**src/rtl/down_cntr_timer.sv**
```systemverilog
// Programmable down-counter/timer with one-shot and auto-reload modes.
// Emits a single-cycle terminal-count pulse on every transition to zero.
module down_cntr_timer #(
    parameter int WIDTH = 4
) (
    input  logic             i_clk,
    input  logic             i_rst,
    input  logic             i_load,
    input  logic [WIDTH-1:0] i_load_val,
    input  logic             i_start,
    input  logic             i_stop,
    input  logic             i_en,
    input  logic             i_periodic,
    output logic [WIDTH-1:0] o_cntr,
    output logic             o_busy,
    output logic             o_tc
);

    typedef enum logic {
        IDLE = 1'b0,
        RUN  = 1'b1
    } state_t;

    state_t           r_state;
    state_t           w_nextState;
    logic [WIDTH-1:0] r_cntr;
    logic [WIDTH-1:0] w_nextCntr;
    logic [WIDTH-1:0] r_reload;
    logic [WIDTH-1:0] w_nextReload;
    logic             r_mode;
    logic             w_nextMode;
    logic             r_tc;
    logic             w_nextTc;
    logic             w_cntrIsZero;
    logic             w_cntrIsOne;

    assign w_cntrIsZero = (r_cntr == '0);
    assign w_cntrIsOne  = (r_cntr == WIDTH'(1));

    always_ff @(posedge i_clk) begin
        if (i_rst) begin
            r_state  <= IDLE;
            r_cntr   <= '0;
            r_reload <= '0;
            r_mode   <= 1'b0;
            r_tc     <= 1'b0;
        end else begin
            r_state  <= w_nextState;
            r_cntr   <= w_nextCntr;
            r_reload <= w_nextReload;
            r_mode   <= w_nextMode;
            r_tc     <= w_nextTc;
        end
    end

    // Priority chain: load, then stop, then start, then counting.
    always_comb begin
        w_nextState  = r_state;
        w_nextCntr   = r_cntr;
        w_nextReload = r_reload;
        w_nextMode   = r_mode;
        w_nextTc     = 1'b0;

        if (i_load) begin
            w_nextCntr   = i_load_val;
            w_nextReload = i_load_val;
            w_nextState  = IDLE;
        end else if (i_stop && (r_state == RUN)) begin
            w_nextState = IDLE;
        end else if (i_start && (r_state == IDLE) && !w_cntrIsZero) begin
            w_nextState = RUN;
            w_nextMode  = i_periodic;
        end else if ((r_state == RUN) && i_en) begin
            if (w_cntrIsZero) begin
                // Only reachable in periodic mode: the extra reload cycle
                // makes the period N+1 edges.
                if (r_mode) begin
                    w_nextCntr = r_reload;
                end else begin
                    w_nextState = IDLE;
                end
            end else if (w_cntrIsOne) begin
                w_nextCntr = '0;
                w_nextTc   = 1'b1;
                if (!r_mode) begin
                    w_nextState = IDLE;
                end
            end else begin
                w_nextCntr = r_cntr - WIDTH'(1);
            end
        end
    end

    assign o_cntr = r_cntr;
    assign o_busy = (r_state == RUN);
    assign o_tc   = r_tc;

endmodule

```
**config.mk**
```make
export PLATFORM = sky130hd
export DESIGN_NAME = down_cntr_timer
export DESIGN_NICKNAME = d
export VERILOG_FILES = /design/src/rtl/down_cntr_timer.sv
export SDC_FILE = /design/constraint.sdc
export NUM_CORES = 1
export LEC_CHECK = 0
export CAP_MARGIN = 10
export CORE_UTILIZATION = 41
export CTS_CLUSTER_DIAMETER = 80
export DETAILED_ROUTE_END_ITERATION = 6
export GPL_ROUTABILITY_DRIVEN = 0
export GPL_TIMING_DRIVEN = 0
export PLACE_DENSITY = 0.72
export SLEW_MARGIN = 15
export SYNTH_ARGS = -nofsm -noshare
export SYNTH_HDL_FRONTEND = slang
export SYNTH_SLANG_ARGS = --single-unit
```
**constraint.sdc**
```tcl
create_clock -name i_clk -period 1.6 [get_ports i_clk]
set_input_delay 0.4 -clock i_clk [delete_from_list [all_inputs] [get_ports i_clk]]
set_output_delay 0.4 -clock i_clk [all_outputs]
set_load 0.05 [all_outputs]
```
Word level (Yosys, flattened, before mapping). Cells that the tools add are included.

Bits in registers: 11. Input port bits: 11. Output and inout bits: 6. Logic and storage cells: 41.

Add/sub/neg operators: 1. Equal/unequal tests: 4. Mux-type cells: 13. Bitwise operators: 4. Reductions and logical operators: 14.

Operators by type and width (count): $mux 4 (7); $mux 1 (6); $reduce_or 6->1 (1); $eq 4x1->1 const B (1); $logic_and 1x1->1 (4); $logic_not 4->1 (1); $ne 2x2->1 const B (2); $not 1->1 (4); $reduce_and 4->1 (1); $reduce_bool 2->1 (2); $sub 4x1->4 const B (1); $ne 3x3->1 const B (1); $reduce_and 3->1 (1); $reduce_bool 3->1 (1); $reduce_or 3->1 (1); $reduce_and 2->1 (1); $logic_not 1->1 (1).

Logic depth before layout (Yosys ltp).
Depth after elaboration: 7. Mapped depth: 6. Depth with buffers taken out: 6.

Worst setup path after synthesis. Ideal clock, no wire load.

Kind: register to register. Start: register r_cntr[0] (netlist: o_cntr[0]). End: register r_cntr[3] (netlist: o_cntr[3]). Setup time: 0.092 ns. Arrival time: 1.982 ns. Data required time: 1.508 ns. Slack: -0.475 ns. Stages on the path, launching flop included: 7. Buffers on the path: 0. Period minus slack after synthesis: 2.075 ns. Cell sequence: dfxtp_1 inv_1 ha_1 or2_2 a211oi_1 a222oi_1 o32ai_1.

Cells in the longest elaborated chain, start to end: 7. Elaborated cells on any way between the ends: 14. Those cells by class: 1 x add/sub; 3 x eq/ne; 6 x mux; 4 x reduce/logical.

RTL lines: start, declared (RTL line 26) `logic [WIDTH-1:0] r_cntr;`; start signal, assigned (RTL line 49) `r_cntr <= w_nextCntr;`; $sub 4x1->4 or $eq 4x1->1 (tied branches) (RTL line 89, 38); $mux 4 (RTL line 82) `end else if (w_cntrIsOne) begin`; $mux 4 (RTL line 74) `if (w_cntrIsZero) begin`; $mux 4 (RTL line 73) `end else if ((r_state == RUN) && i_en) begin`; $mux 4 (RTL line 70) `end else if (i_start && (r_state == IDLE) && !w_cntrIsZero) begin`; $mux 4 (RTL line 68) `end else if (i_stop && (r_state == RUN)) begin`; $mux 4 (RTL line 64) `if (i_load) begin`.

Several ways; a longest one is shown, not always the timed one. The select of a mux whose other input is x is not followed. A chain may end at the register's enable or synchronous reset.

Final worst setup path.
Start: register r_cntr[1] (netlist: o_cntr[1]). End: register r_cntr[3] (netlist: o_cntr[3]).

Same word-level chain as after synthesis.

==> flow_summary.json <==
{
  "syn-num-nets": 86,
  "final_cells": 116,
  "crit_path_end_kind": "flop",
  "dp.cells": 104,
  "cts_htree_levels": 1,
  "grt_pass1_wl_mm": 2.78,
  "synth_flop_cell": "dfxtp_1",
  "preCtsSetupSlack_ns": -0.281,
  "cts-root-buf": "clkbuf_4",
  "synth_top_area_share_pct": 33.8,
  "die_area_sq_um": 1750,
  "syn_to_final_growth_pct": 51.5,
  "synth-async-reset-ratio_pct": 0,
  "r2r-end": "o_cntr[3]$_SDFFE_PP0P_",
  "max_clock_freq_mhz": 627,
  "drt_iter0_drc": 14,
  "viasPerCell": 5.83,
  "tightest_slew_ns": 0.484,
  "reg2reg_slack_ns": 0.005,
  "min-delay-path-class": "flop to flop",
  "critPathArrivalTime_ns": 1.76,
  "rows": 14,
  "status": "finished clean",
  "antenna_left": 0,
  "worstPathRequired_ns": 1.77,
  "slew_headroom_pct": 67.9,
  "endpoint": "o_cntr[3]$_SDFFE_PP0P_",
  "drive_gt1_share_pct": 34.0,
  "routed_wl_mm": 1.73,
  "num_vias": 676,
  "wire_per_inst_um": 14.9,
  "crit_fanout": 3,
  "hold_violations": 0,
  "syn-instance-count": 72,
  "ys_warn_count": 0,
  "synth_area_sq_um": 651,
  "max-cap-violations": 0,
  "period_share_pct": 99.7,
  "p_leak_nw": 0.402,
  "period_minus_slack_ns": 1.60,
  "slew_viol_final": 0,
  "gr-usage-all-layers_pct": 22.3,
  "yosys.area.top_type": "dfxtp_1",
  "multi_input_area_sq_um": 437,
  "setup_viol_count_final": 0,
  "nets": 115,
  "antenna_cells": 0,
  "hpwlAfterDp_mm": 1.13,
  "initial_core_util_pct": 43.7,
  "vdd_ir_drop_max_mv": 0.467,
  "fin_worst_skew_ns": 0.0117,
  "clock-sinks": 11,
  "core-area_sq_um": 1490,
  "io_buffers": 16,
  "drt_pre_antenna_iters": 4,
  "crit_type": "flop to flop",
  "ios": 17,
  "grt-ovfl-total": 0,
  "antenna_found_initial": 0,
  "fp.dieH_um": 41.8,
  "synth-seq-cells": 11,
  "ff2ff_path_depth": 6,
  "synth_edf_count": 0,
  "cts.clk_slew.worst_paths_ns": 0.08,
  "crit_start": "o_cntr[1]$_SDFFE_PP0P_",
  "grt_pass1_vias": 621,
  "grt_max_degree": 11,
  "synth_area_leaders": "dfxtp_1 (34%), ha_1 (5.8%), nor2_1 (4.0%)",
  "clk_latency_ns": 0.28,
  "power_density_nw_per_um2": 763,
  "fillers": 131,
  "regArea_sq_um": 233,
  "rr_startpoint": "o_cntr[1]$_SDFFE_PP0P_",
  "numCtsBuffers": 3,
  "start_kind": "flop",
  "hold_buffers": 0,
  "fin_ws_ns": 0.00475,
  "rsz0062_at_grt": "true",
  "clockBufferDepth": 2,
  "postLayoutCellArea_sq_um": 986,
  "die_w_um": 41.8,
  "drc_errors": 0,
  "syn_avg_cell_area_sq_um": 9.04,
  "synth_cell_types": 34,
  "cts_tree": "done",
  "place_area_sq_um": 882,
  "seq_area_frac_synth_pct": 33.8
}
## how the worst min path moves through the flow
stage	end	depth (start not counted)	startpoint	slack, ns
finish	r_reload[0]$_SDFFE_PP0P_	2	r_reload[0]$_SDFFE_PP0P_	0.49
global route	r_reload[0]$_SDFFE_PP0P_	2	r_reload[0]$_SDFFE_PP0P_	0.52
CTS	r_reload[2]$_SDFFE_PP0P_	2	r_reload[2]$_SDFFE_PP0P_	0.49
detailed placement	r_reload[2]$_SDFFE_PP0P_	2	r_reload[2]$_SDFFE_PP0P_	0.48
global placement	r_reload[2]$_SDFFE_PP0P_	2	r_reload[2]$_SDFFE_PP0P_	0.46
floorplan	r_reload[2]$_SDFFE_PP0P_	2	r_reload[2]$_SDFFE_PP0P_	0.45
## cell usage after synthesis (2+ instances only)
cell type,instances
nand2b_1,3
nor2_1,7
and4b_1,2
dfxtp_1,11
nor3_1,2
nand3_1,2
ha_1,3
a31oi_1,2
a21oi_1,3
o41ai_1,2
mux2i_1,2
inv_1,5
nand2_1,6
nor2b_1,2
## metal layers
layer,up-vias,GRT usage (%),wire (um)
li1,321,-,-
met1,319,26.1,746
met2,25,35.6,817
met3,11,7.83,107
met4,0,11.6,61
met5,-,0,0
## stage by stage
| stage | setup TNS, ns | power [mW] | utilization, % | hold WS, ns |
|---|---|---|---|---|
| global placement | -0.872 | 0.520 | 59.2 | 0.463 |
| CTS | 0 | 0.744 | 63.9 | 0.491 |
| finish | 0 | 0.753 | 66.2 | 0.487 |
| floorplan | 0 | 0.456 | - | 0.446 |
| global route | -0.110 | 0.793 | 66.2 | 0.522 |
| detailed placement | -0.875 | 0.524 | 59.2 | 0.481 |
## layout make-up
class	instances	share of cell area [%]
flip-flops and latches	11	23.6
multi-input cells	53	44.3
clock buffers	4	2.66
inverters	5	2.41
plain buffers	3	2.41
repair buffers	24	22.6
well taps	16	2.03
## flip-flops by register name, indices dropped and copies added, names as in the netlist
register	flops
o_cntr	4
r_reload	4
o_busy	1
o_tc	1
r_mode	1
## cells in the final DEF (no fill, tap or decap), drive strengths merged, types with 3 or more instances in the layout
cell type / Yosys / layout
nand2: 6 / 6
buf: 3 / 11
nor2: 7 / 7
ha: 3 / 3
clkdlybuf4s15: 0 / 3
clkdlybuf4s50: 0 / 10
inv: 5 / 5
a21oi: 4 / 4
clkbuf: 0 / 4
nand2b: 3 / 3
dlygate4sd2: 0 / 3
dfxtp: 11 / 11
## kinds of logic (layout without fill, tap and decap cells)
kind of cell,Yosys count,in the layout,share of synthesized area [%]
compound gates,17,17,21.7
fa+ha+maj,3,3,5.77
buf+inv,8,36,6.54
flops,11,11,33.8
mux,3,3,4.81
simple gates,30,30,27.3
## critical path, cell delays in order, from the launching register on
cell and delay (ns):
dfxtp_4 0.37, inv_4 0.05, ha_2 0.18, or2_4 0.26
a211oi_4 0.25, a222oi_1 0.12, o32ai_1 0.24
## power breakdown
group	internal (mW)	switching [mW]	leakage, nW
Clock	0.0969	0.100	0.0150
Combinational	0.124	0.126	0.294
Sequential	0.288	0.0172	0.0927
Total	0.509	0.243	0.402
## what timing repair did
action / 4_1_cts / 5_1_grt
setup buffers: 5 / 3
pin swaps: 4 / 2
endpoints found under the setup margin: 9 / 5
gates resized for setup: 12 / 3
(Power assumes the default switching activity.)
